--- src/rtl/hazard_ctrl.sv ---
// Pipeline sequencer for the 5-stage core: PC enable, IF/ID and ID/EX stall/flush,
// EX/MEM freeze, and a sticky data-memory wait timeout.
module hazard_ctrl #(
    parameter int unsigned REG_ADDR_W     = 3,
    parameter int unsigned BRANCH_PENALTY = 2,
    parameter int unsigned MAX_WAIT       = 15,
    parameter int unsigned R0_ZERO        = 1
) (
    input  logic                  clk,
    input  logic                  rst,
    input  logic [REG_ADDR_W-1:0] id_rs1,
    input  logic [REG_ADDR_W-1:0] id_rs2,
    input  logic                  id_use_rs1,
    input  logic                  id_use_rs2,
    input  logic                  ex_mem_read,
    input  logic                  ex_reg_write,
    input  logic [REG_ADDR_W-1:0] ex_rd,
    input  logic                  ex_branch_taken,
    input  logic                  dmem_req,
    input  logic                  dmem_ready,
    output logic                  pc_en,
    output logic                  if_id_stall,
    output logic                  if_id_flush,
    output logic                  id_ex_stall,
    output logic                  id_ex_flush,
    output logic                  ex_mem_stall,
    output logic                  mem_timeout,
    output logic [1:0]            ctrl_state
);

    typedef enum logic [1:0] {
        StRun      = 2'd0,
        StMemWait  = 2'd1,
        StRedirect = 2'd2
    } state_e;

    localparam logic [2:0] RedirInit = 3'(BRANCH_PENALTY - 1);
    localparam logic [7:0] MaxWait   = 8'(MAX_WAIT);

    state_e     state_q, state_d;
    logic [2:0] redir_cnt_q, redir_cnt_d;
    logic [7:0] wait_cnt_q, wait_cnt_d;
    logic       resume_redir_q, resume_redir_d;
    logic       mem_timeout_q, mem_timeout_d;

    logic       hold;
    logic       load_use;
    logic       rs1_hit, rs2_hit, rd_is_r0;
    logic       waiting;
    logic [7:0] wait_inc;

    assign hold     = dmem_req & ~dmem_ready;
    assign rs1_hit  = id_use_rs1 && (id_rs1 == ex_rd);
    assign rs2_hit  = id_use_rs2 && (id_rs2 == ex_rd);
    assign rd_is_r0 = (R0_ZERO != 0) && (ex_rd == '0);
    assign load_use = ex_mem_read & ex_reg_write & (rs1_hit | rs2_hit) & ~rd_is_r0;
    assign wait_inc = (wait_cnt_q == 8'hFF) ? 8'hFF : wait_cnt_q + 8'd1;

    // State register
    always_ff @(posedge clk) begin
        if (rst) begin
            state_q        <= StRun;
            redir_cnt_q    <= '0;
            wait_cnt_q     <= '0;
            resume_redir_q <= 1'b0;
            mem_timeout_q  <= 1'b0;
        end else begin
            state_q        <= state_d;
            redir_cnt_q    <= redir_cnt_d;
            wait_cnt_q     <= wait_cnt_d;
            resume_redir_q <= resume_redir_d;
            mem_timeout_q  <= mem_timeout_d;
        end
    end

    // Next-state logic
    always_comb begin
        state_d        = state_q;
        redir_cnt_d    = redir_cnt_q;
        wait_cnt_d     = wait_cnt_q;
        resume_redir_d = resume_redir_q;
        mem_timeout_d  = mem_timeout_q;
        waiting        = 1'b0;
        unique case (state_q)
            StRun: begin
                if (hold) begin
                    state_d        = StMemWait;
                    wait_cnt_d     = 8'd1;
                    resume_redir_d = 1'b0;
                    waiting        = 1'b1;
                end else if (ex_branch_taken && (BRANCH_PENALTY > 1)) begin
                    state_d     = StRedirect;
                    redir_cnt_d = RedirInit;
                end
            end
            StMemWait: begin
                if (dmem_ready) begin
                    state_d    = resume_redir_q ? StRedirect : StRun;
                    wait_cnt_d = '0;
                end else begin
                    wait_cnt_d = wait_inc;
                    waiting    = 1'b1;
                end
            end
            StRedirect: begin
                if (hold) begin
                    // Remaining flush count is kept and resumed after the wait.
                    state_d        = StMemWait;
                    wait_cnt_d     = 8'd1;
                    resume_redir_d = 1'b1;
                    waiting        = 1'b1;
                end else begin
                    redir_cnt_d = redir_cnt_q - 3'd1;
                    if (redir_cnt_q <= 3'd1) begin
                        state_d = StRun;
                    end
                end
            end
            default: state_d = StRun;
        endcase
        // Timeout fires on the edge that completes the MAX_WAIT-th wait cycle.
        if (waiting && (wait_cnt_d == MaxWait)) begin
            mem_timeout_d = 1'b1;
        end
    end

    // Output logic
    always_comb begin
        pc_en        = 1'b1;
        if_id_stall  = 1'b0;
        if_id_flush  = 1'b0;
        id_ex_stall  = 1'b0;
        id_ex_flush  = 1'b0;
        ex_mem_stall = 1'b0;
        if (rst) begin
            pc_en       = 1'b0;
            if_id_flush = 1'b1;
            id_ex_flush = 1'b1;
        end else begin
            unique case (state_q)
                StRun: begin
                    if (hold) begin
                        pc_en        = 1'b0;
                        if_id_stall  = 1'b1;
                        id_ex_stall  = 1'b1;
                        ex_mem_stall = 1'b1;
                    end else if (ex_branch_taken) begin
                        if_id_flush = 1'b1;
                        id_ex_flush = 1'b1;
                    end else if (load_use) begin
                        pc_en       = 1'b0;
                        if_id_stall = 1'b1;
                        id_ex_flush = 1'b1;
                    end
                end
                StMemWait: begin
                    if (!dmem_ready) begin
                        pc_en        = 1'b0;
                        if_id_stall  = 1'b1;
                        id_ex_stall  = 1'b1;
                        ex_mem_stall = 1'b1;
                    end
                end
                StRedirect: begin
                    if (hold) begin
                        pc_en        = 1'b0;
                        if_id_stall  = 1'b1;
                        id_ex_stall  = 1'b1;
                        ex_mem_stall = 1'b1;
                    end else begin
                        if_id_flush = 1'b1;
                    end
                end
                default: ;
            endcase
        end
    end

    assign mem_timeout = mem_timeout_q;
    assign ctrl_state  = state_q;

endmodule

--- config.mk ---
export PLATFORM = sky130hd
export DESIGN_NAME = hazard_ctrl
export DESIGN_NICKNAME = d
export VERILOG_FILES = /design/src/rtl/hazard_ctrl.sv
export SDC_FILE = /design/constraint.sdc
export NUM_CORES = 1
export LEC_CHECK = 0
export CAP_MARGIN = 20
export CORE_ASPECT_RATIO = 0.75
export CORE_MARGIN = 2
export CORE_UTILIZATION = 45
export CTS_CLUSTER_DIAMETER = 200
export CTS_CLUSTER_SIZE = 30
export DETAILED_ROUTE_END_ITERATION = 8
export MAX_ROUTING_LAYER = met4
export PLACE_DENSITY = 0.83
export SYNTH_ARGS = -nofsm -noshare
export SYNTH_HDL_FRONTEND = slang
export SYNTH_SLANG_ARGS = --single-unit
--- constraint.sdc ---
create_clock -name clk -period 3 [get_ports clk]
set_input_delay 0.6 -clock clk [delete_from_list [all_inputs] [get_ports clk]]
set_output_delay 0.6 -clock clk [all_outputs]
set_load 0.005 [all_outputs]
# Word-level counts from Yosys, hierarchy flattened
# Cells that the tools add are included.
totals:
  regBits: 15
  output_inout_bits: 9
op_classes:
  n_addsub: 2
  order_cmp: 1
  eq_ne: 14
  n_mux: 42
  n_bitwise: 7
  reduce_logical: 10
op_table:
  columns: ["op", "n"]
  rows:
  - ["$mux W8", 3]
  - ["$mux W1", 22]
  - ["$pmux W8 S2", 1]
  - ["$mux W2", 6]
  - ["$ne A2 B2 Y1 const B", 6]
  - ["$mux W3", 3]
  - ["$add A8 B1 Y8 const B", 1]
  - ["$eq A8 B4 Y1 const B", 1]
  - ["$eq A8 B8 Y1 const B", 1]
  - ["$eq A3 B3 Y1", 2]
  - ["$ne A3 B3 Y1 const B", 2]
  - ["$pmux W1 S2", 3]
  - ["$pmux W1 S3", 2]
  - ["$pmux W2 S3", 1]
  - ["$pmux W3 S2", 1]
  - ["$reduce_and A3 Y1", 2]
  - ["$and A1 B1 Y1", 4]
  - ["$reduce_and A4 Y1", 1]
  - ["$le A3 B1 Y1 const B", 1]
  - ["$logic_and A1 B1 Y1", 3]
  - ["$logic_not A3 Y1", 1]
  - ["$sub A3 B1 Y3 const B", 1]
  - ["$eq A2 B1 Y1 const B", 1]
  - ["$eq A2 B2 Y1 const B", 1]
  - ["5 further kinds", 6]

# Longest topological paths before layout
# Gate-level depths: netlist of the first run.
logic_depth:
  ltp_word: 10
  mapped_depth: 7

# Least setup slack after synthesis of the first run
# Ideal clock, no wire load.
synth_path:
  path_type: "input -> output"
  start: "input port id_rs1[1]"
  end: "output port pc_en"
  arrival_ns: 1.525
  t_required_ns: 2.400
  slack_ns: 0.875
  cell_stages: 5
  path_cell_list: "xnor2_1 nand4_1 a2111oi_0 o21ai_1 and3_1"
synth_between:
  elab_chain_cells: 10
synth_rtl:
  columns: ["item", "line_no", "source"]
  rows:
  - ["start: declaration", "11", "input logic [REG_ADDR_W-1:0] id_rs1,"]
  - ["$eq A3 B3 Y1", "53", "assign rs1_hit = id_use_rs1 && (id_rs1 == ex_rd);"]
  - ["$logic_and A1 B1 Y1", "53", null]
  - ["$or A1 B1 Y1", "56", "assign load_use = ex_mem_read & ex_reg_write & (rs1_hit | rs2_hit) & ~rd_is_r0;"]
  - ["$and A1 B1 Y1 (2 in a row)", "56", null]
  - ["$mux W1", "150", "end else if (load_use) begin"]
  - ["$mux W1", "147", "end else if (ex_branch_taken) begin"]
  - ["$mux W1", "142", "if (hold) begin"]
  - ["$pmux W1 S3", "140", "unique case (state_q)"]
  - ["$mux W1", "135", "if (rst) begin"]
  - ["end: declaration", "21", "output logic pc_en,"]
# Every way passes these cells.

# Worst setup path in the final report of the first run
layout_path:
  start: "input port id_rs2[0]"
  end: "output port id_ex_flush"
layout_between:
  elab_chain_cells: 10
layout_rtl:
  columns: ["item", "line_no", "source"]
  rows:
  - ["start: declaration", "12", "input logic [REG_ADDR_W-1:0] id_rs2,"]
  - ["$eq A3 B3 Y1", "54", "assign rs2_hit = id_use_rs2 && (id_rs2 == ex_rd);"]
  - ["$logic_and A1 B1 Y1", "54", null]
  - ["$or A1 B1 Y1", "56", null]
  - ["$and A1 B1 Y1 (2 in a row)", "56", null]
  - ["$mux W1", "150", null]
  - ["$mux W1", "147", null]
  - ["$mux W1", "142", null]
  - ["$mux W1", "140", null]
  - ["$mux W1", "135", null]
  - ["end: declaration", "25", "output logic id_ex_flush,"]
# Every way passes these cells.

==> reports/results.md, run 1 <==
| Step | Result | Value |
| --- | --- | --- |
| run | MaxCap Viol Count | 0 |
| global routing | Most congested layer reported by global routing | met2 |
| timing | Slew margin rel. | 43.7% |
| setup path | CP max FO | 2 |
| timing | Setup TNS after final layout | 0 ns |
| timing | Worst hold slack | 0.465 ns |
| logic synthesis | Netlist Area Pre-Place | 1050 um2 |
| die | Core box area | 2250 um2 |
| logic synthesis | Gate count of the mapped netlist | 134 |
| logic synthesis | Predominant post-synthesis flop cell | dfxtp_1 |
| clock network | CTS tree | built |
| global routing | Overall track demand over capacity in global routing | 24.4% |
| global routing | Maximum number of pins on one net before global-route repair | 18 |
| placed design | Number of cells in the design after placement | 185 |
| placed design | PortBufs | 26 |
| setup path | Class of the most critical setup path | in2out |
| routing | Starting DRT DRC Count | 70 |
| finish | Layout overhead on the synthesized area | 34.2% |
| finish | Number of cells in the finished layout apart from fillers | 191 |
| finish | Non-Filler Cell Area, Final | 1410 um2 |
| routing | First-pass DRT Iterations | 4 |
| logic synthesis | Net count after synthesis | 155 |
| setup path | Nature of the critical path startpoint | primary input |
| logic synthesis | EDFF count, synth | 0 |
| setup path | WP data required | 2.40 ns |
| clock network | Num CTS Buffers | 3 |
| timing | Min Tclk post-route | 2.96 ns |
| timing | Final Hold Fails | 0 |
| placed design | Placed Area | 1350 um2 |
| finish | Total area of multi-input combinational cells | 693 um2 |
| routing | Number of DRC violations after detailed routing | 0 |
| setup path | Critical path's largest stage delay | 0.51 ns |
| status | Outcome | finished, final reports clean |
| global routing | Met3 usage | 6.25% |
| finish | Nets@finish | 188 |
| finish | Ant. Diodes | 0 |
| logic synthesis | Yosys top cell by area | dfxtp_1 |
| logic synthesis | Proportion of netlist area held by the largest area contributor | 28.6% |
| die | Die Outline Area | 2740 um2 |
| global routing | Global-route wire length before repair | 4.78 mm |
| routing | Mean routed wirelength per cell | 15.6 um |
| logic synthesis | Most area-consuming cells after synthesis | dfxtp_1 29%, xnor2_1 5.0%, a21oi_1 4.8% |
| setup path | Crit path max-delay cell type | clkdlybuf4s50_1 |
| finish | Share of layout cells above drive strength 1 | 13.3% |
| die | Initial Utilization | 46.6% |
| finish | Fill count | 180 |
| global routing | Via count of the first global-routing pass | 1032 |
| die | Number of standard-cell rows in the floorplan | 15 |
| logic synthesis | Post-synthesis area per instance | 7.83 um2 |
| logic synthesis | Number of distinct library cell variants in the gate-level netlist after synthesis | 44 |
| routing | Sum of routed wire length over all layers | 2.99 mm |
| placed design | Post-DP HPWL | 2.24 mm |
| global routing | Initial antenna violation count | 0 |
| placed design | Post-Place Worst Slack | -0.284 ns |
| timing | Final-report max-slew violation count | 0 |
| setup path | Cell chain of the critical path | clkdlybuf4s50_1 > xnor2_1 > nand4_1 > buf_4 > a21oi_2 > o211ai_1 > nand2_1 > clkdlybuf4s50_1 |
| setup path | Critical path arrival | 2.36 ns |
| routing | Routed vias/inst | 6.09 |
| clock network | Largest buffer count on any clock path | 2 |
| worst hold path | Hold/Removal Path Class | reg2reg |
| clock network | Clock transition at the registers of the reported paths | 0.09 ns |
| die | Floorplan die width | 59.8 um |
| timing | Final worst setup slack | 0.0434 ns |
| clock network | Clock sinks | 15 |
| timing | Slew @ Worst Pin | 0.823 ns |
| global routing | Met1 Track Usage GR | 32.1% |
| setup path | Most frequent cell on the critical path | clkdlybuf4s50_1 |
| logic synthesis | Sequential share of the synthesized area | 28.6% |
| timing | Final cycle utilization of the critical path | 98.6% |
| timing | Final number of setup-violating endpoints | 0 |
| global routing | Met2 Usage GRT | 37.0% |
| pwr | LEAKAGE | 0.527 nW |
| clock network | Clock H-tree levels | 1 |
| placed design | Final estimated routing congestion in global placement | 0.872 |
| die | Die height | 45.8 um |
| logic synthesis | Register bit count reported by yosys | 15 |
| pwr | Pwr Density | 325 nW/um2 |
| logic synthesis | Share of flip-flops with an asynchronous set or reset | 0% |
| timing | Layout Skew | 0.00368 ns |
| setup path | Kind of end point of the critical path | output pin |
| routing | Via count of the routed design | 1164 |
| clock network | Clock tree root driver cell | clkbuf_4 |
| finish | Sequential Area | 300 um2 |
| logic synthesis | Yosys warning total | 0 |
| routing | Post-route ant nets | 0 |
| pwr | Peak supply drop | 249 uV |
| clock network | CTS Hold Buffers Added | 0 |
| die | Top-Level Pins | 27 |
| global routing | Overflow left after global routing | 0 |
| timing | Highest Clock Rate | 0.338 GHz |
| clock network | Worst skew pair latency | 0.29 ns |
## cells by family after synthesis
logic type | synth area share [%]
AND/OR/NAND/NOR | 27.5
adder cells (fa/ha/maj) | 3.58
XOR/XNOR | 5.01
flip-flops | 28.6
buffers and inverters | 7.27
AO/OA/AOI/OAI | 28.0
## layout by cell type, fill, tap and decap left out, types with 4 or more instances in the layout
cell type        instances
clkdlybuf4s50_1         18
dfxtp_1                 15
nand2_1                 12
nor2_1                  10
a21oi_1                  9
buf_4                    9
inv_1                    8
xnor2_1                  5
o22ai_1                  5
o21ai_0                  4
and3_1                   4
## per-layer routing
metal	vias up	share of wire [%]
met5	-	0
met4	0	1.4
met3	6	6.1
met2	44	49
met1	549	44
li1	565	-
## worst max-delay path: cells and delay by family
family	cells	cell delay, ns
buf+inv	3	1.16
simple gates	2	0.24
xor+xnor	1	0.13
compound gates	2	0.22
## cells in the mapped netlist, types with 2 or more instances
master,count
buf_4,3
o21ai_0,4
nor4_1,3
nand4_1,3
o21ai_1,2
and3_1,4
a31oi_1,2
a41oi_1,2
and2_1,3
a211oi_1,3
xnor2_1,6
nor2b_1,3
a21oi_1,10
nand2b_1,3
nand2_1,12
a22oi_1,2
ha_1,3
o22ai_1,5
nor2_1,10
clkbuf_1,2
a2111oi_0,2
or3b_1,2
inv_1,8
dfxtp_1,15
nand3_1,2
nor3_1,2
## metrics by stage
step | total power, mW | util, %
2_1_floorplan | 0.280 | -
3_3_place_gp | 0.334 | 59.8
3_5_place_dp | 0.339 | 59.8
4_1_cts | 0.459 | 61.7
5_1_grt | 0.483 | 62.6
6_report | 0.458 | 62.6
## state kept, by name, summed over array words and instances, names as in the netlist
register / cells
mem_timeout: 1
ctrl_state: 2
wait_cnt_q: 8
redir_cnt_q: 3
resume_redir_q: 1
## timing repair
action | CTS | global route
buffers inserted | 2 | 0
gates cloned | 0 | 0
resized for setup | 7 | 10
endpoints found under the setup margin | 2 | 4
pin swaps | 4 | 6
endpoints found under the hold margin | 0 | 0
## power by group
| group | internal [mW] | switching [mW] | total, mW |
|---|---|---|---|
| registers | 0.206 | 0.0112 | 0.217 |
| clock network | 0.0497 | 0.0702 | 0.120 |
| logic | 0.0654 | 0.0555 | 0.121 |
| total | 0.321 | 0.137 | 0.458 |
## area by class of cell
cell class / count / area share, %
Clock buffer: 3 / 1.60
Clock inverter: 1 / 0.355
Inverter: 8 / 2.13
Multi-Input combinational cell: 104 / 49.2
Sequential cell: 15 / 21.3
Tap cell: 25 / 2.22
Timing Repair Buffer: 35 / 23.2
## final timing paths
check                         startpoint                           to  cells past startpoint  slack (ns)
max                            id_rs2[0]                  id_ex_flush                      8        0.04
max reg2reg   ctrl_state[0]$_SDFFE_PP0P_     mem_timeout$_SDFFE_PP0P_                      5        0.62
min reg2reg  redir_cnt_q[2]$_SDFFE_PP0P_  redir_cnt_q[2]$_SDFFE_PP0P_                      2        0.47
min          redir_cnt_q[2]$_SDFFE_PP0P_  redir_cnt_q[2]$_SDFFE_PP0P_                      2        0.47
(Power assumes the default switching activity.)
==> inputs of run 2 (changes only) <==
--- a/config.mk
+++ b/config.mk
@@ -8,7 +8,7 @@
 export CAP_MARGIN = 20
 export CORE_ASPECT_RATIO = 0.75
 export CORE_MARGIN = 2
-export CORE_UTILIZATION = 45
+export CORE_UTILIZATION = 43
 export CTS_CLUSTER_DIAMETER = 200
 export CTS_CLUSTER_SIZE = 30
 export DETAILED_ROUTE_END_ITERATION = 8
==> constraint.sdc (replaced) <==
create_clock -name clk -period 2.6 [get_ports clk]
set_input_delay 0.52 -clock clk [delete_from_list [all_inputs] [get_ports clk]]
set_output_delay 0.52 -clock clk [all_outputs]
set_load 0.005 [all_outputs]
==> run 2 against run 1 <==
  * Via count rose by 3.0%
  * Clock-buffer cell count rose by 1
  * Hold slack improved by 0.0050 ns
  * Global-route usage rose by 0.12 points
  * Critical path depth fell by 3
  * Clock skew rose by 0.0029 ns
  * Sequential share of layout area fell by 1.2 points
  * Routed wire length rose by 2.4%
  * Non-clock buffer count rose by 12
  * Flip-flop and latch count did not move
  * Utilization rose by 2.5 points
  * Critical path type unchanged
==> reports/results.md, run 2 (synthesized netlist as in run 1, its figures left out) <==
| Step | Result | Value |
| --- | --- | --- |
| status | Outcome | finished, final reports clean |
| timing | Final Hold Fails | 0 |
| global routing | Overall track demand over capacity in global routing | 24.5% |
| global routing | Initial antenna violation count | 0 |
| setup path | CP max FO | 4 |
| timing | Final number of setup-violating endpoints | 0 |
| global routing | Global-route wire length before repair | 4.91 mm |
| clock network | Clock H-tree levels | 1 |
| routing | Starting DRT DRC Count | 44 |
| timing | Setup TNS after final layout | 0 ns |
| routing | Routed vias/inst | 5.66 |
| routing | Post-route ant nets | 0 |
| placed design | Number of cells in the design after placement | 205 |
| timing | Highest Clock Rate | 0.396 GHz |
| timing | Final cycle utilization of the critical path | 97.1% |
| clock network | Clock transition at the registers of the reported paths | 0.09 ns |
| finish | Largest register FFs | 8 |
| setup path | WP data required | 2.08 ns |
| finish | Ant. Diodes | 0 |
| clock network | Largest buffer count on any clock path | 2 |
| finish | Highest-count cells in the layout ignoring fill and taps | 21 x buf_4, 14 x dfxtp_1, 13 x clkdlybuf4s50_1 |
| pwr | LEAKAGE | 0.582 nW |
| clock network | CTS tree | built |
| finish | Layout overhead on the synthesized area | 43.0% |
| routing | Sum of routed wire length over all layers | 3.06 mm |
| die | Floorplan die width | 61.1 um |
| routing | Number of DRC violations after detailed routing | 0 |
| global routing | Via count of the first global-routing pass | 1115 |
| global routing | Overflow left after global routing | 0 |
| die | Core box area | 2310 um2 |
| timing | Slew margin rel. | 51.3% |
| die | Initial Utilization | 45.5% |
| setup path | Critical path arrival | 2.00 ns |
| timing | Slew @ Worst Pin | 0.719 ns |
| routing | Mean routed wirelength per cell | 14.4 um |
| placed design | PortBufs | 26 |
| clock network | Clock tree root driver cell | clkbuf_4 |
| setup path | Most frequent cell on the critical path | clkdlybuf4s50_1 |
| run | MaxCap Viol Count | 0 |
| placed design | Final estimated routing congestion in global placement | 0.951 |
| global routing | Maximum number of pins on one net before global-route repair | 18 |
| pwr | Pwr Density | 357 nW/um2 |
| die | Number of standard-cell rows in the floorplan | 15 |
| setup path | Nature of the critical path startpoint | primary input |
| worst hold path | Hold/Removal Path Class | reg2reg |
| finish | Number of cells in the finished layout apart from fillers | 212 |
| timing | Layout Skew | 0.00657 ns |
| finish | Sequential Area | 302 um2 |
| timing | Final-report max-slew violation count | 0 |
| setup path | Cell chain of the critical path | clkdlybuf4s50_1 > nand2b_1 > a211oi_2 > buf_4 > clkdlybuf4s50_1 |
| clock network | CTS Hold Buffers Added | 0 |
| die | Die height | 46.8 um |
| clock network | Worst skew pair latency | 0.29 ns |
| setup path | Kind of end point of the critical path | output pin |
| setup path | Class of the most critical setup path | in2out |
| pwr | Peak supply drop | 227 uV |
| finish | Fill count | 197 |
| clock network | Clock sinks | 15 |
| finish | Total area of multi-input combinational cells | 703 um2 |
| finish | Register with the most flip-flops | wait_cnt_q |
| setup path | Family with the most delay on the worst path | buffers and inverters |
| finish | Nets@finish | 200 |
| placed design | Post-DP HPWL | 2.33 mm |
| routing | First-pass DRT Iterations | 4 |
| finish | Most common library cell in the layout ignoring fill and taps | buf_4 |
| finish | Share of layout cells above drive strength 1 | 20.2% |
| setup path | Crit path max-delay cell type | clkdlybuf4s50_1 |
| die | Die Outline Area | 2860 um2 |
| setup path | Bufs and invs on worst path | 3 |
| setup path | Critical path's largest stage delay | 0.52 ns |
| clock network | Num CTS Buffers | 3 |
| timing | Min Tclk post-route | 2.52 ns |
| routing | Via count of the routed design | 1199 |
| die | Top-Level Pins | 27 |
==> run 2: cell count changes in the layout (fill, tap and decap cells not counted), sizes merged <==
| cell | previous run | this run |
|---|---|---|
| buf | 10 | 23 |
| dlymetal6s2s | 3 | 2 |
| clkinv | 1 | 0 |
| dlygate4sd2 | 3 | 8 |
| clkdlybuf4s50 | 18 | 13 |
| clkbuf | 3 | 5 |
| clkdlybuf4s15 | 1 | 0 |
==> run 2: area by class of cell <==
class | count | area share (%)
timing repair buffer | 47 | 26.5
inverter | 8 | 2.00
tap | 34 | 2.83
multi-input combinational | 104 | 46.8
clock buffer | 4 | 1.75
sequential | 15 | 20.1
==> run 2: layer usage <==
layer / share of wire (%) / track usage, % / up-vias
met1: 44 / 30.2 / 561
met4: 1.7 / 13.0 / 0
met3: 5.0 / 4.96 / 7
li1: - / - / 590
met2: 49 / 37.9 / 41
met5: 0 / - / -
==> run 2: timing repair <==
item	in CTS	in global routing
pin swaps	11	8
endpoints found under the hold margin	0	0
setup buffers	1	2
setup endpoints to repair	4	6
resized for setup	22	8
==> run 2: final timing paths <==
path	startpoint	end	slack, ns	depth (start not counted)
setup / recovery	dmem_req	ex_mem_stall	0.08	5
hold / removal	resume_redir_q$_SDFFE_PP0P_	resume_redir_q$_SDFFE_PP0P_	0.47	2
setup reg to reg	wait_cnt_q[0]$_SDFF_PP0_	mem_timeout$_SDFFE_PP0P_	0.37	6
hold reg to reg	resume_redir_q$_SDFFE_PP0P_	resume_redir_q$_SDFFE_PP0P_	0.47	2
==> run 2: metrics by stage <==
step                worst slack [ns]  total power [mW]  util, %  hold slack [ns]  instance area [um2]
floorplan                      0.616             0.323        -            0.433                 1050
global placement              -0.400             0.395     62.4            0.438                 1440
detailed placement            -0.500             0.401     62.4            0.454                 1440
CTS                           0.0256             0.534     63.8            0.468                 1470
global route                -0.00413             0.564     65.0            0.517                 1500
finish                        0.0757             0.536     65.0            0.470                 1500
==> run 2: worst register-to-register path, cell delays in order, from the launching register on <==
cell and delay (ns):
dfxtp_1 0.36, ha_1 0.28, nand4_1 0.26, nor3_2 0.09, or4_4 0.55, a2111oi_2 0.44
a22o_1 0.19
==> run 2: power by group <==
group          total, mW  internal (mW)  switching, mW
registers          0.251          0.238         0.0132
clock network      0.136         0.0598         0.0761
logic              0.148         0.0803         0.0682
total              0.536          0.378          0.158
==> inputs of run 3 (changes only) <==
--- a/config.mk
+++ b/config.mk
@@ -7,8 +7,7 @@
 export LEC_CHECK = 0
 export CAP_MARGIN = 20
 export CORE_ASPECT_RATIO = 0.75
-export CORE_MARGIN = 2
-export CORE_UTILIZATION = 43
+export CORE_UTILIZATION = 45
 export CTS_CLUSTER_DIAMETER = 200
 export CTS_CLUSTER_SIZE = 30
 export DETAILED_ROUTE_END_ITERATION = 8
==> constraint.sdc (replaced) <==
create_clock -name clk -period 3 [get_ports clk]
set_input_delay 0.6 -clock clk [delete_from_list [all_inputs] [get_ports clk]]
set_output_delay 0.6 -clock clk [all_outputs]
set_load 0.005 [all_outputs]
==> run 3 against run 2 <==
  * The flow now finishes with violations (DRC)
  * Final area decreased by 8.6%
  * Critical path depth increased by 2
  * Hold slack got worse by 0.012 ns
  * First-iteration DRC count grew 48%
  * Routed wire length shrank 6.2%
  * Critical path type unchanged
==> reports/results.md, run 3 (synthesized netlist as in run 1, its figures left out) <==
| Step | Result | Value |
| --- | --- | --- |
| status | Outcome | complete, but fails checks |
| status | Violated checks | DRC |
| finish | Fill count | 194 |
| clock network | Clock H-tree levels | 1 |
| global routing | Global-route wire length before repair | 4.84 mm |
| die | Floorplan die width | 57.8 um |
| setup path | CP max FO | 2 |
| routing | Starting DRT DRC Count | 65 |
| setup path | Critical path arrival | 2.28 ns |
| die | Core box area | 2100 um2 |
| timing | Layout Skew | 0.00350 ns |
| finish | Util after Layout | 65.3% |
| placed design | PortBufs | 26 |
| finish | Register with the most flip-flops | wait_cnt_q |
| clock network | Clock sinks | 15 |
| clock network | CTS tree | built |
| global routing | Maximum number of pins on one net before global-route repair | 18 |
| die | Number of standard-cell rows in the floorplan | 14 |
| die | Die height | 43.8 um |
| routing | Routed vias/inst | 6.28 |
| run | MaxCap Viol Count | 0 |
| finish | Share of layout cells above drive strength 1 | 11.0% |
| clock network | CTS Hold Buffers Added | 0 |
| finish | Highest-count cells in the layout ignoring fill and taps | 21 x clkdlybuf4s50_1, 15 x dfxtp_1, 12 x nand2_1 |
| setup path | WP data required | 2.40 ns |
| placed design | Post-DP HPWL | 2.26 mm |
| die | Top-Level Pins | 27 |
| timing | Highest Clock Rate | 0.347 GHz |
| pwr | LEAKAGE | 0.485 nW |
| global routing | Overall track demand over capacity in global routing | 26.1% |
| placed design | Final estimated routing congestion in global placement | 0.959 |
| finish | Most common library cell in the layout ignoring fill and taps | clkdlybuf4s50_1 |
| global routing | Overflow left after global routing | 0 |
| worst hold path | Hold/Removal Path Class | reg2reg |
| setup path | Kind of end point of the critical path | output pin |
| global routing | Initial antenna violation count | 0 |
| clock network | Largest buffer count on any clock path | 2 |
| pwr | Pwr Density | 328 nW/um2 |
| die | Initial Utilization | 49.9% |
| timing | Min Tclk post-route | 2.88 ns |
| timing | Final cycle utilization of the critical path | 96.1% |
| finish | Layout overhead on the synthesized area | 30.8% |
| finish | Nets@finish | 186 |
| clock network | Worst skew pair latency | 0.29 ns |
| routing | Post-route ant nets | 0 |
| timing | Slew @ Worst Pin | 0.739 ns |
| clock network | Clock transition at the registers of the reported paths | 0.09 ns |
| pwr | Peak supply drop | 285 uV |
| routing | Sum of routed wire length over all layers | 2.87 mm |
| finish | Non-Filler Cell Area, Final | 1370 um2 |
| routing | First-pass DRT Iterations | 6 |
| routing | Number of DRC violations after detailed routing | 1 |
| clock network | Clock tree root driver cell | clkbuf_4 |
| finish | Largest register FFs | 8 |
| routing | Via count of the routed design | 1181 |
| clock network | Num CTS Buffers | 3 |
| timing | Worst hold slack | 0.458 ns |
| global routing | Via count of the first global-routing pass | 1069 |
| placed design | Placed Area | 1340 um2 |
| finish | Ant. Diodes | 0 |
| timing | Final number of setup-violating endpoints | 0 |
| timing | Setup TNS after final layout | 0 ns |
| setup path | Register-to-register path setup slack | 0.69 ns |
| routing | Mean routed wirelength per cell | 15.3 um |
| timing | Final Hold Fails | 0 |
| timing | Final-report max-slew violation count | 0 |
| die | Die Outline Area | 2530 um2 |
| setup path | Class of the most critical setup path | in2out |
| setup path | Nature of the critical path startpoint | primary input |
| finish | Sequential Area | 300 um2 |
| finish | Total area of multi-input combinational cells | 682 um2 |
| timing | Setup repair after global routing missed its margin | no |
| timing | Slew margin rel. | 49.5% |
-- run 3: cell count changes in the layout (fill, tap and decap cells not counted), moves of 2 or more --
cell             delta
dlymetal6s2s_1      -2
clkdlybuf4s50_1     +8
dlygate4sd2_1       -4
buf_2               -2
buf_4              -14
-- run 3: through the flow --
stage / setup slack (ns) / std cells / power (mW)
global placement: -0.163 / 183 / 0.333
detailed placement: -0.229 / 183 / 0.340
CTS: 0.0411 / 188 / 0.450
global route: 0.0115 / 188 / 0.475
finish: 0.117 / 188 / 0.450
floorplan: 0.875 / 134 / 0.280
-- run 3: repair_timing --
| action | 4_1_cts | 5_1_grt |
|---|---|---|
| gates resized for setup | 8 | 3 |
| pin swaps | 4 | 4 |
| setup buffers | 1 | 0 |
| setup endpoints to repair | 3 | 3 |
| gates cloned | 0 | 0 |
| endpoints found under the hold margin | 0 | 0 |
-- run 3: path summary, 6_finish.rpt --
kind / from / endpoint / cells after the start
worst max-delay path: id_rs1[0] / pc_en / 7
worst min-delay path: resume_redir_q$_SDFFE_PP0P_ / resume_redir_q$_SDFFE_PP0P_ / 2
worst max register to register: ctrl_state[0]$_SDFFE_PP0P_ / mem_timeout$_SDFFE_PP0P_ / 5
worst min register to register: resume_redir_q$_SDFFE_PP0P_ / resume_redir_q$_SDFFE_PP0P_ / 2
-- run 3: worst max-delay path: stages --
cell	delay [ns]
clkdlybuf4s50_1	0.47
xnor2_1	0.13
nand4_1	0.14
a2111oi_2	0.38
o21ai_1	0.12
and3_1	0.19
dlygate4sd2_1	0.26
-- run 3: area by class of cell --
type,count,share of cell area (%)
flip-flops and latches,15,21.9
repair buffers,33,22.1
multi-input cells,104,49.7
well taps,24,2.19
inverters,8,2.19
clock buffers,3,1.64
clock inverters,1,0.365
-- run 3: layer usage --
| metal | up-vias | global-route usage [%] | share of wire, % |
|---|---|---|---|
| li1 | 563 | - | - |
| met1 | 549 | 32.7 | 44 |
| met2 | 63 | 42.3 | 46 |
| met3 | 6 | 7.46 | 9.4 |
| met4 | 0 | 5.71 | 1.1 |
| met5 | - | - | 0 |
-- run 3: where the power goes --
| part | internal (mW) | switching (mW) | leakage [nW] |
|---|---|---|---|
| clock network | 0.0496 | 0.0653 | 0.0177 |
| logic | 0.0638 | 0.0545 | 0.346 |
| registers | 0.206 | 0.0112 | 0.122 |
